File: src/rtl/bp_pkg.sv
// Shared constants for the branch predictor: counter encodings, PC step
// and the 2-bit saturating counter update.
package bp_pkg;

   localparam logic [1:0] SNT = 2'b00;
   localparam logic [1:0] WNT = 2'b01;
   localparam logic [1:0] WT  = 2'b10;
   localparam logic [1:0] ST  = 2'b11;

   localparam logic [1:0] CTR_RESET = WNT;
   localparam logic [1:0] CTR_ALLOC = WT;

   localparam int unsigned PC_INC = 4;

   function automatic logic [1:0] sat_update(input logic [1:0] ctr, input logic taken);
      logic [1:0] res;
      res = ctr;
      if (taken && ctr != ST) res = ctr + 2'd1;
      else if (!taken && ctr != SNT) res = ctr - 2'd1;
      return res;
   endfunction

endpackage

File: src/rtl/bp_btb.sv
// Direct-mapped BTB storage: two combinational read ports (fetch, EX) and
// one synchronous write port. Reset clears valid bits and parks counters at WNT.
module bp_btb
   import bp_pkg::*;
#(
   parameter int unsigned PCLEN    = 32,
   parameter int unsigned ENTRIES  = 16,
   parameter int unsigned IDX_BITS = $clog2(ENTRIES),
   parameter int unsigned TAG_BITS = PCLEN - IDX_BITS - 2
) (
   input  logic                clk,
   input  logic                rst,
   input  logic [IDX_BITS-1:0] rd_idx_a_i,
   output logic                rd_valid_a_o,
   output logic [TAG_BITS-1:0] rd_tag_a_o,
   output logic [PCLEN-1:0]    rd_target_a_o,
   output logic [1:0]          rd_ctr_a_o,
   input  logic [IDX_BITS-1:0] rd_idx_b_i,
   output logic                rd_valid_b_o,
   output logic [TAG_BITS-1:0] rd_tag_b_o,
   output logic [PCLEN-1:0]    rd_target_b_o,
   output logic [1:0]          rd_ctr_b_o,
   input  logic                wr_en_i,
   input  logic [IDX_BITS-1:0] wr_idx_i,
   input  logic [TAG_BITS-1:0] wr_tag_i,
   input  logic [PCLEN-1:0]    wr_target_i,
   input  logic [1:0]          wr_ctr_i
);

   logic                valid_q  [ENTRIES];
   logic [1:0]          ctr_q    [ENTRIES];
   logic [TAG_BITS-1:0] tag_q    [ENTRIES];
   logic [PCLEN-1:0]    target_q [ENTRIES];

   assign rd_valid_a_o  = valid_q[rd_idx_a_i];
   assign rd_tag_a_o    = tag_q[rd_idx_a_i];
   assign rd_target_a_o = target_q[rd_idx_a_i];
   assign rd_ctr_a_o    = ctr_q[rd_idx_a_i];

   assign rd_valid_b_o  = valid_q[rd_idx_b_i];
   assign rd_tag_b_o    = tag_q[rd_idx_b_i];
   assign rd_target_b_o = target_q[rd_idx_b_i];
   assign rd_ctr_b_o    = ctr_q[rd_idx_b_i];

   // Reset takes priority over a write issued in the same cycle.
   always_ff @(posedge clk) begin
      if (rst) begin
         for (int i = 0; i < ENTRIES; i++) begin
            valid_q[i] <= 1'b0;
            ctr_q[i]   <= CTR_RESET;
         end
      end else if (wr_en_i) begin
         valid_q[wr_idx_i] <= 1'b1;
         ctr_q[wr_idx_i]   <= wr_ctr_i;
      end
   end

   always_ff @(posedge clk) begin
      if (!rst && wr_en_i) begin
         tag_q[wr_idx_i]    <= wr_tag_i;
         target_q[wr_idx_i] <= wr_target_i;
      end
   end

endmodule

File: src/rtl/branch_pred_unit.sv
// Fetch-side branch predictor: BTB lookup drives the next fetch PC, EX-stage
// resolution raises redirects and trains the table. Optional BPU_STATS_EN adds counters.
module branch_pred_unit
   import bp_pkg::*;
#(
   parameter int unsigned PCLEN       = 32,
   parameter int unsigned BTB_ENTRIES = 16
) (
   input  logic             clk,
   input  logic             rst,
   input  logic [PCLEN-1:0] F_pc_va,
   output logic [PCLEN-1:0] F_BP_target_pc,
   output logic             F_BP_taken,
   input  logic             EX_valid,
   input  logic             EX_is_branch,
   input  logic [PCLEN-1:0] EX_pc,
   input  logic             EX_pred_taken,
   input  logic [PCLEN-1:0] EX_pred_target,
   input  logic             EX_br_taken,
   input  logic [PCLEN-1:0] EX_br_target,
   output logic             EX_taken,
   output logic [PCLEN-1:0] EX_alt_pc
`ifdef BPU_STATS_EN
   ,
   output logic [31:0]      stat_branches,
   output logic [31:0]      stat_mispred
`endif
);

   localparam int unsigned IDX_BITS = $clog2(BTB_ENTRIES);
   localparam int unsigned TAG_BITS = PCLEN - IDX_BITS - 2;

   logic [IDX_BITS-1:0] f_idx, ex_idx;
   logic [TAG_BITS-1:0] f_tag, ex_tag;
   logic                f_valid, ex_valid_e;
   logic [TAG_BITS-1:0] f_etag, ex_etag;
   logic [PCLEN-1:0]    f_target, ex_target;
   logic [1:0]          f_ctr, ex_ctr;
   logic                f_hit, ex_hit;
   logic                wr_en;
   logic [PCLEN-1:0]    wr_target;
   logic [1:0]          wr_ctr;
   logic [PCLEN-1:0]    ex_seq_pc;

   assign f_idx  = F_pc_va[IDX_BITS+1:2];
   assign f_tag  = F_pc_va[PCLEN-1:IDX_BITS+2];
   assign ex_idx = EX_pc[IDX_BITS+1:2];
   assign ex_tag = EX_pc[PCLEN-1:IDX_BITS+2];

   bp_btb #(
      .PCLEN   (PCLEN),
      .ENTRIES (BTB_ENTRIES)
   ) u_btb (
      .clk           (clk),
      .rst           (rst),
      .rd_idx_a_i    (f_idx),
      .rd_valid_a_o  (f_valid),
      .rd_tag_a_o    (f_etag),
      .rd_target_a_o (f_target),
      .rd_ctr_a_o    (f_ctr),
      .rd_idx_b_i    (ex_idx),
      .rd_valid_b_o  (ex_valid_e),
      .rd_tag_b_o    (ex_etag),
      .rd_target_b_o (ex_target),
      .rd_ctr_b_o    (ex_ctr),
      .wr_en_i       (wr_en),
      .wr_idx_i      (ex_idx),
      .wr_tag_i      (ex_tag),
      .wr_target_i   (wr_target),
      .wr_ctr_i      (wr_ctr)
   );

   assign f_hit  = f_valid && (f_etag == f_tag);
   assign ex_hit = ex_valid_e && (ex_etag == ex_tag);

   always_comb begin
      F_BP_taken     = f_hit && (f_ctr >= WT);
      F_BP_target_pc = F_BP_taken ? f_target : F_pc_va + PCLEN'(PC_INC);
   end

   assign ex_seq_pc = EX_pc + PCLEN'(PC_INC);

   // A non-branch predicted taken is a BTB alias and must fall through.
   always_comb begin
      EX_taken  = 1'b0;
      EX_alt_pc = ex_seq_pc;
      if (EX_valid) begin
         if (EX_is_branch) begin
            if ((EX_br_taken != EX_pred_taken) ||
                (EX_br_taken && (EX_br_target != EX_pred_target))) begin
               EX_taken  = 1'b1;
               EX_alt_pc = EX_br_taken ? EX_br_target : ex_seq_pc;
            end
         end else if (EX_pred_taken) begin
            EX_taken = 1'b1;
         end
      end
   end

   always_comb begin
      wr_en     = 1'b0;
      wr_target = ex_target;
      wr_ctr    = ex_ctr;
      if (EX_valid && EX_is_branch) begin
         if (ex_hit) begin
            wr_en  = 1'b1;
            wr_ctr = sat_update(ex_ctr, EX_br_taken);
            if (EX_br_taken) wr_target = EX_br_target;
         end else if (EX_br_taken) begin
            wr_en     = 1'b1;
            wr_target = EX_br_target;
            wr_ctr    = CTR_ALLOC;
         end
      end else if (EX_valid && EX_pred_taken && ex_hit) begin
         wr_en  = 1'b1;
         wr_ctr = sat_update(ex_ctr, 1'b0);
      end
   end

`ifdef BPU_STATS_EN
   logic [31:0] stat_branches_q, stat_mispred_q;

   always_ff @(posedge clk) begin
      if (rst) begin
         stat_branches_q <= '0;
         stat_mispred_q  <= '0;
      end else begin
         if (EX_valid && EX_is_branch) stat_branches_q <= stat_branches_q + 32'd1;
         if (EX_taken) stat_mispred_q <= stat_mispred_q + 32'd1;
      end
   end

   assign stat_branches = stat_branches_q;
   assign stat_mispred  = stat_mispred_q;
`endif

endmodule

File: config.mk
export PLATFORM = sky130hd
export DESIGN_NAME = branch_pred_unit
export DESIGN_NICKNAME = d
export VERILOG_FILES = /design/src/rtl/bp_pkg.sv /design/src/rtl/bp_btb.sv /design/src/rtl/branch_pred_unit.sv
export SDC_FILE = /design/constraint.sdc
export NUM_CORES = 1
export LEC_CHECK = 0
export BUFFER_PORTS_ARGS = -buffer_cell sky130_fd_sc_hd__buf_2
export CORE_MARGIN = 2
export CORE_UTILIZATION = 38
export CTS_BUF_LIST = sky130_fd_sc_hd__clkbuf_4
export DETAILED_ROUTE_END_ITERATION = 8
export PLACE_DENSITY = 0.65
export SETUP_SLACK_MARGIN = 0.05
export SYNTH_ARGS = -nofsm -noshare
export SYNTH_HDL_FRONTEND = slang
export SYNTH_SLANG_ARGS = --single-unit
File: constraint.sdc
create_clock -name clk -period 8.39 [get_ports clk]
set_input_delay 0 -clock clk [delete_from_list [all_inputs] [get_ports clk]]
set_output_delay 0 -clock clk [all_outputs]
set_load 0.02 [all_outputs]
## Yosys cells after proc, flatten, opt, wreduce, memory -nomap -nowiden

Memories as Yosys holds them, arrays and structs flattened.
Index checks and enable logic that the tools add are counted.

- Multiplexer cells: 35
- Equality and inequality tests: 7
- Add/subtract/negate cells: 4
- $lt $le $gt $ge: 1
- Reductions and logical operators: 17

Operators with widths:

| cell | number |
|---|---|
| $mux W32 | 7 |
| $add A32 B3 Y32 const B | 2 |
| $eq A26 B26 Y1 | 2 |
| $ne A32 B32 Y1 | 1 |
| $mux W1 | 18 |
| $mux W2 | 8 |
| $logic_and A1 B1 Y1 | 10 |
| $mux W4 | 2 |
| $ne A2 B2 Y1 const B | 2 |
| $reduce_and A3 Y1 | 1 |
| $add A2 B1 Y2 const B | 1 |
| $ge A2 B2 Y1 const B | 1 |
| $logic_not A1 Y1 | 2 |
| $reduce_bool A2 Y1 | 1 |
| $reduce_or A2 Y1 | 1 |
| $sub A2 B1 Y2 const B | 1 |
| $logic_or A1 B1 Y1 | 1 |
| $ne A1 B1 Y1 | 1 |
| $ne A1 B1 Y1 const B | 1 |
| $reduce_or A1 Y1 | 1 |

- Memories kept: 4
- Memory bits (writable): 976
- Word-level logic and storage cells: 68
- Output and inout bits: 66
- Flip-flop bits (word level): 0
- Bits of input ports: 134

Memory list:

| memory | words | bits a word | read ports | clocked after Yosys merged registers in | write ports | RTL line | RTL |
|---|---|---|---|---|---|---|---|
| u_btb.target_q | 16 | 32 | 1 | 0 | 1 | bp_btb.sv:33 | `logic [PCLEN-1:0] target_q [ENTRIES];` |
| u_btb.tag_q | 16 | 26 | 2 | 0 | 1 | bp_btb.sv:32 | `logic [TAG_BITS-1:0] tag_q [ENTRIES];` |
| u_btb.ctr_q | 16 | 2 | 2 | 0 | 16 | bp_btb.sv:31 | `logic [1:0] ctr_q [ENTRIES];` |
| u_btb.valid_q | 16 | 1 | 2 | 0 | 16 | bp_btb.sv:30 | `logic valid_q [ENTRIES];` |

## Longest topological paths before layout

Gate-level depths: netlist (run 1).
An unclocked memory read counts as a cell.

- Depth in word-level cells: 11
- Gate-level depth with buffers: 16
- Depth with buffers taken out: 10

## Modules after synthesis

From an unflattened synthesis (run 1), not the netlist that was laid out.

- Cells, all modules: 2,552
- Area total of the unflattened synthesis: 47,352.9 um^2

Modules (own cells, without submodules):

| module | times used | area an instance (um^2) | cells each | seq. area each (um^2) |
|---|---|---|---|---|
| bp_btb | 1 | 43,987.2 | 2,113 | 29,148.0 |
| branch_pred_unit | 1 | 3,365.7 | 439 | 0.0 |

## Worst setup path after synthesis (run 1)

Ideal clock, no wire load.

- Path type: input to register
- Start: in EX_pc[2]
- End: mem u_btb.target_q[7][0], enable pin
- Path slack: 1,973 ps
- Arrival time: 5,993 ps
- Path buffers: 4
- Cell stages on the path: 13
- Data required time: 7,966 ps
- Setup time: 424 ps
- Path through: buf_4 -> buf_4 -> buf_4 -> buf_2 -> mux4_2 -> nand2_1 -> o221ai_1 -> o31ai_1 -> nand3_1 -> nor3_4 -> a31oi_1 -> o21ai_0 -> nor2b_1

- Word-level cells in the longest chain between the ends: 10
- Elaborated cells between the ends (all ways): 12
- Those cells by class: 1 x eq/ne; 5 x mux; 4 x reduce/logical; 2 x memory

Ends and longest elaborated chain:

| element | RTL line | RTL |
|---|---|---|
| start, declared | branch_pred_unit.sv:16 | `input logic [PCLEN-1:0] EX_pc,` |
| $mem_v2 Z16 W26 | -- |  |
| $eq A26 B26 Y1 | branch_pred_unit.sv:74 | `assign ex_hit = ex_valid_e && (ex_etag == ex_tag);` |
| $logic_and A1 B1 Y1 | branch_pred_unit.sv:74 |  |
| $logic_and A1 B1 Y1 | branch_pred_unit.sv:114 | `end else if (EX_valid && EX_pred_taken && ex_hit) begin` |
| $mux W1 | branch_pred_unit.sv:114 |  |
| $mux W1 | branch_pred_unit.sv:104 | `if (EX_valid && EX_is_branch) begin` |
| $logic_and A1 B1 Y1 | bp_btb.sv:59 | `if (!rst && wr_en_i) begin` |
| $mux W1 | bp_btb.sv:59 |  |
| $mux W1 (not written as such) | bp_btb.sv:61 | `target_q[wr_idx_i] <= wr_target_i;` |
| $reduce_and A3 Y1 (no line) | -- |  |
| end, declared | bp_btb.sv:33 |  |

Several ways; a longest one is shown, not always the timed one.

## Worst setup path after layout (run 1)

- Start: in EX_pc[3]
- End: mem u_btb.target_q[12][18], enable pin

The elaborated chain is that of the path after synthesis.

==> flow_summary.toml, run 1 <==
[die]
die-width_um = 346
design.die.area_sq_um = 120000
design.portCount = 200
die_y_um = 346
core_sq_um = 116000
rows = 125
starting_density_pct = 38.3

[clock_network]
cts_repair_resize_count = 0
clkLatencyLatePin_ns = 1.18
cts_made_buffers = 232
clk_transition_reported_paths_ns = 0.07
max-clock-path-buffers = 3
numClockSinks = 976
cts.root.buffer_cell = "clkbuf_4"
cts.htree.levels = 4
clock_tree_from_tritoncts = "yes"

[timing]
timing_hold_violations_final = 0
timing.clock.skew_ns = 0.115
finalWorstPathRequiredPeriod_ns = 5.88
finalSetupViolCount = 0
timing_max_transition_violations_final = 0
max_slew.worst_pin.slew_ns = 1.39
layout_worst_path_cycle_share_pct = 70.0
fmax_ghz = 0.170
slew_headroom_pct = 7.22
rsz0062_at_grt = "no"
finalSetupTns_ns = 0

[detailed_routing]
postRouteAntennaNets = 0
detail_route.first_pass.iterations = 8
first_iter_violations = 3363
drc = 0
viasPerCell = 5.95
detail_route.wirelength_mm = 136
route.detailed.wl_per_inst_um = 30.1
via_count = 26900

[grt]
grt_antenna_before_repair = 22
pin_count_of_the_biggest_net_entering_global_routing = 100
global_route.usage.total_pct = 22.6
grt_first_pass_wirelength_mm = 194
first_global_vias = 27100
final_global_route_overflow_total = 0

[power_and_ir_drop]
power_per_cell_area_nw_per_um2 = 199
power_uw = 10200
worst_ir_drop_vdd_uv = 101
power_leakage_uw = 0.0167

[logic_synthesis]
synth_largest_area_cell = "edfxtp_1"
synth.yosys.warnings = 0
number_of_distinct_standard_cells_referenced_by_the_synthesized_netlist = 73
synth_cells = 2346
syn_avg_cell_area_sq_um = 19.0
synth.area.top_cells = "edfxtp_1, mux4_2, mux2i_1"
ys_seq_elements = 976
syn_nets = 2488
syn_area_sq_um = 44500
synth.top_cell.area_share_pct = 64.8
synth-seq-area-share_pct = 65.6
synth-async-reset-ratio_pct = 0
synth_top_flop_cell = "edfxtp_1"
number_of_synthesized_flops_with_an_enable_pin = 960

[placed_design]
place_congestion = 0.924
io_buffer_count = 199
dp_hpwl_mm = 83.6
cells_after_dpl = 3959

[worst_setup_path]
cp_max_fo = 78
endpoint_kind = "register"
crit_path_top_delay_cell = "nor2b_4"
crit_chain = "dlygate4sd3_1 > buf_6 > nor2b_1 > a22oi_1 > a21oi_1 > o22ai_1 > or4_1 > a21oi_2 > a31oi_4 > o21ai_4 > dlygate4sd3_1 > nor2b_4"
critical-path-top-cell-by-count = "dlygate4sd3_1"
critical-path-max-stage-delay_ns = 1.01
critical_path_required_ns = 9.12
setup.worst_path.start_class = "primary input"
worst-endpoint-arrival_ns = 6.60
crit_type = "in2reg"

[job]
maxCapViolations = 0

[finish]
share_of_post_route_cells_with_drive_strength_above_1_pct = 36.7
total_of_fill_cells_in_the_finished_design = 10000
flow.area_growth_from_synthesis_pct = 16.0
finalNetCount = 2937
final_common_cell = "edfxtp_1"
most_frequent_cells_in_the_layout = "edfxtp_1, mux4_2, clkbuf_4, buf_2, dlygate4sd3_1"
post_layout_nonfiller_instances = 4516

[run_status]
run_status = "completed"

[worst_hold_path]
class_of_the_tightest_hold_or_removal_check = "in2reg"
[repair_timing]
item / in CTS / in global routing
hold buffers: 126 / 0
endpoints found under the hold margin: 1683 / 0
buffers inserted: 0 / 0
setup endpoints to repair: 0 / 0
[state kept, by name (all words and copies together), names as in the netlist]
| signal | cells |
|---|---|
| u_btb.tag_q | 416 |
| u_btb.ctr_q | 32 |
| u_btb.valid_q | 16 |
| u_btb.target_q | 512 |
[layer usage]
| metal | global-route usage (%) | up-vias | wire length (um) |
|---|---|---|---|
| li1 | - | 10900 | - |
| met1 | 30.8 | 13900 | 53700 |
| met2 | 34.8 | 1799 | 62900 |
| met3 | 6.40 | 278 | 15300 |
| met4 | 7.52 | 10 | 4060 |
| met5 | 0 | - | 69 |
[metrics by stage]
step           utilization, %  instance area (sq um)  setup slack (ns)  hold WS [ns]
2_1_floorplan               -                  44500              1.97        0.0989
3_3_place_gp             40.7                  47200              2.50         0.346
6_report                 44.4                  51600              2.51         0.105
3_5_place_dp             40.7                  47200              2.35         0.349
4_1_cts                  44.4                  51500              2.57        0.0295
5_1_grt                  44.4                  51600              2.23        0.0972
[Yosys cell counts (27+ instances only)]
| cell type | count |
|---|---|
| buf_1 | 34 |
| buf_2 | 27 |
| clkbuf_1 | 59 |
| edfxtp_1 | 960 |
| mux2_2 | 44 |
| mux2i_1 | 81 |
| mux4_2 | 380 |
| nand2_1 | 81 |
| nand3_1 | 59 |
| nand4_1 | 27 |
| nor2_1 | 44 |
| o21ai_0 | 49 |
| xnor2_1 | 83 |
| xor2_1 | 55 |
[layout make-up]
type | count | area, sq um | share of cell area (%)
multi-input cells | 1196 | 14800 | 28.6
well taps | 1524 | 1910 | 3.70
flip-flops and latches | 976 | 29100 | 56.5
inverters | 27 | 101 | 0.197
diodes | 12 | 30.0 | 0.0582
clock inverters | 81 | 499 | 0.968
clock buffers | 338 | 2540 | 4.92
repair buffers | 362 | 2590 | 5.02
[worst paths after layout]
check | from | endpoint | slack, ns | depth (start not counted)
setup / recovery | EX_pc[3] | u_btb.target_q[12][18]$_DFFE_PP_ | 2.51 | 12
hold / removal | rst | u_btb.ctr_q[15][0]$_SDFFCE_PN1P_ | 0.10 | 5
setup reg to reg | u_btb.tag_q[14][18]$_DFFE_PP_ | u_btb.target_q[12][18]$_DFFE_PP_ | 2.79 | 10
hold reg to reg | u_btb.valid_q[14]$_DFF_P_ | u_btb.valid_q[14]$_DFF_P_ | 0.48 | 1
[critical path: cells and delay by family]
family	cells	cell delay [ns]
simple gates	3	2.61
compound gates	6	2.02
buf+inv	3	1.77
[power breakdown]
part           leakage [uW]  internal, uW  switching [uW]  total, uW
clock               0.00179          2010            1930       3930
combinational       0.00619           364             573        936
sequential          0.00874          5360            6.37       5370
[cell families after synthesis]
logic type | synth area share [%]
flops | 65.6
mux | 22.2
simple gates | 4.17
compound gates | 3.24
buf+inv | 1.87
xor+xnor | 2.72
fa+ha+maj | 0.225
(Power assumes the default switching activity.)
==> inputs of run 2 (changes only) <==
- PLACE_DENSITY: 0.65 -> 0.67
- clock period: 8.39 -> 5.4 ns (I/O delays scaled with it)
==> run 2 against run 1 <==
Final area is 0.42% higher. Cell count is 0.42% higher. Combinational power is 58% higher. Core utilization is 0.19 points higher. Worst setup slack worse by 2.2 ns. Via count is 1.0% higher. Sequential share of layout area is 0.24 points lower. Sequential power is 55% higher. Critical path type is now reg2out. Largest cell class unchanged.
==> flow_summary.toml, run 2 (synthesis gave the netlist of run 1 again) <==
[run_status]
run_status = "completed"

[timing]
timing_max_transition_violations_final = 0
timing.clock.skew_ns = 0.115
fmax_ghz = 0.195
timing_hold_violations_final = 0
layout_worst_path_cycle_share_pct = 94.8
slew_headroom_pct = 11.1
max_slew.worst_pin.slew_ns = 1.33
rsz0062_at_grt = "no"
finalSetupTns_ns = 0
finalWorstPathRequiredPeriod_ns = 5.12
finalSetupViolCount = 0

[placed_design]
dp_hpwl_mm = 85.8
io_buffer_count = 199
cells_after_dpl = 3994
place_congestion = 0.920
placed_cell_area_sq_um = 47600

[clock_network]
cts_stage_hold_buffer_count = 130
cts.root.buffer_cell = "clkbuf_4"
cts_made_buffers = 240
clock_tree_from_tritoncts = "yes"
clk_transition_reported_paths_ns = 0.07
numClockSinks = 976
cts_repair_resize_count = 0
post-cts-setup-buffers = 0
cts.htree.levels = 4
max-clock-path-buffers = 3
clkLatencyLatePin_ns = 1.21

[worst_hold_path]
hold_path_depth = 5
class_of_the_tightest_hold_or_removal_check = "in2reg"

[detailed_routing]
postRouteAntennaNets = 0
via_count = 27100
viasPerCell = 5.98
first_iter_violations = 3784
detail_route.wirelength_mm = 137
route.detailed.wl_per_inst_um = 30.2
detail_route.first_pass.iterations = 6
drc = 0

[worst_setup_path]
endpoint_kind = "output port"
crit_chain = "mux4_2 > mux4_2 > xnor2_1 > or3b_2 > nor3_1 > nand3_2 > buf_4 > mux2_2 > buf_2"
reg2reg_depth = 12
critical_path_required_ns = 5.40
setup.worst_path.start_class = "register"
worst-endpoint-arrival_ns = 5.12
cp_max_fo = 26
critical-path-max-stage-delay_ns = 0.61
critical-path-top-cell-by-count = "mux4_2"
crit_type = "reg2out"
crit_path_top_delay_cell = "mux4_2"

[power_and_ir_drop]
power_leakage_uw = 0.0169
worst_ir_drop_vdd_uv = 218
power_per_cell_area_nw_per_um2 = 303

[finish]
biggestRegsByFlops = "u_btb.target_q x512, u_btb.tag_q x416, u_btb.ctr_q x32"
final_common_cell = "edfxtp_1"
largest_register_ffs = 512
share_of_post_route_cells_with_drive_strength_above_1_pct = 37.9
post_layout_nonfiller_instances = 4535
most_frequent_cells_in_the_layout = "edfxtp_1, mux4_2, clkbuf_4, buf_2, dlygate4sd3_1"
finalNetCount = 2984
largest_register = "u_btb.target_q"
total_of_fill_cells_in_the_finished_design = 9948
finalInstanceArea_sq_um = 51800
flow.area_growth_from_synthesis_pct = 16.5

[die]
rows = 125
die-width_um = 346
starting_density_pct = 38.3
design.portCount = 200
die_y_um = 346
design.die.area_sq_um = 120000
core_sq_um = 116000

[grt]
grt_antenna_before_repair = 21
grt_first_pass_wirelength_mm = 196
global_route.usage.total_pct = 22.7
first_global_vias = 27500
final_global_route_overflow_total = 0
pin_count_of_the_biggest_net_entering_global_routing = 114

[job]
maxCapViolations = 0
==> run 2: cell types whose count changed in the layout (fill, tap and decap cells not counted), sizes merged <==
cell         before  now
dlygate4sd3     126  130
clkinv           70   49
clkbuf          338  343
buf             236  271
inv              32   34
bufinv            5    0
diode            12   11
==> run 2: critical path, delay by kind of cell (launching register included) <==
| family | cells | cell delay [ns] |
|---|---|---|
| flip-flops | 1 | 0.39 |
| AND/OR/NAND/NOR | 3 | 1.10 |
| buffers and inverters | 2 | 0.60 |
| XOR/XNOR | 1 | 0.41 |
| multiplexers | 3 | 1.48 |
==> run 2: final timing paths <==
check	to	slack [ns]	startpoint
max	F_BP_target_pc[30]	0.28	u_btb.tag_q[15][25]$_DFFE_PP_
min	u_btb.ctr_q[6][0]$_SDFFCE_PN1P_	0.16	EX_valid
min reg2reg	u_btb.valid_q[7]$_DFF_P_	0.49	u_btb.valid_q[7]$_DFF_P_
max reg2reg	u_btb.ctr_q[4][0]$_SDFFCE_PN1P_	0.65	u_btb.tag_q[4][25]$_DFFE_PP_
==> run 2: per-layer routing <==
layer | GRT usage, % | routed length (um) | up-vias
met4 | 7.17 | 3720 | 22
met5 | 0 | 139 | -
met2 | 35.3 | 63900 | 1887
met1 | 30.5 | 52100 | 14000
li1 | - | - | 10900
met3 | 7.33 | 17100 | 246
==> run 2: area by class of cell <==
cell class,count,area [sq um],area share [%]
Sequential cell,976,29100,56.3
Clock buffer,343,2570,4.97
Multi-Input combinational cell,1196,14800,28.5
Timing Repair Buffer,401,2940,5.69
Inverter,27,101,0.196
Tap cell,1524,1910,3.68
Clock inverter,57,322,0.621
Antenna cell,11,27.5,0.0532
==> run 2: power by group <==
part           leakage [uW]  internal [uW]  switching [uW]
Sequential          0.00874           8330            10.5
Clock               0.00174           2920            2970
Combinational       0.00642            578             902
==> run 2: through the flow <==
step           power [uW]  worst slack [ns]  utilization [%]  hold WS [ns]
2_1_floorplan        9300           -0.0610                -        0.0989
3_3_place_gp         9840             0.651             41.0         0.302
3_5_place_dp         9870             0.502             41.0         0.302
4_1_cts             15800             0.214             44.6        0.0264
5_1_grt             16300             0.171             44.6         0.121
6_report            15700             0.282             44.6         0.163
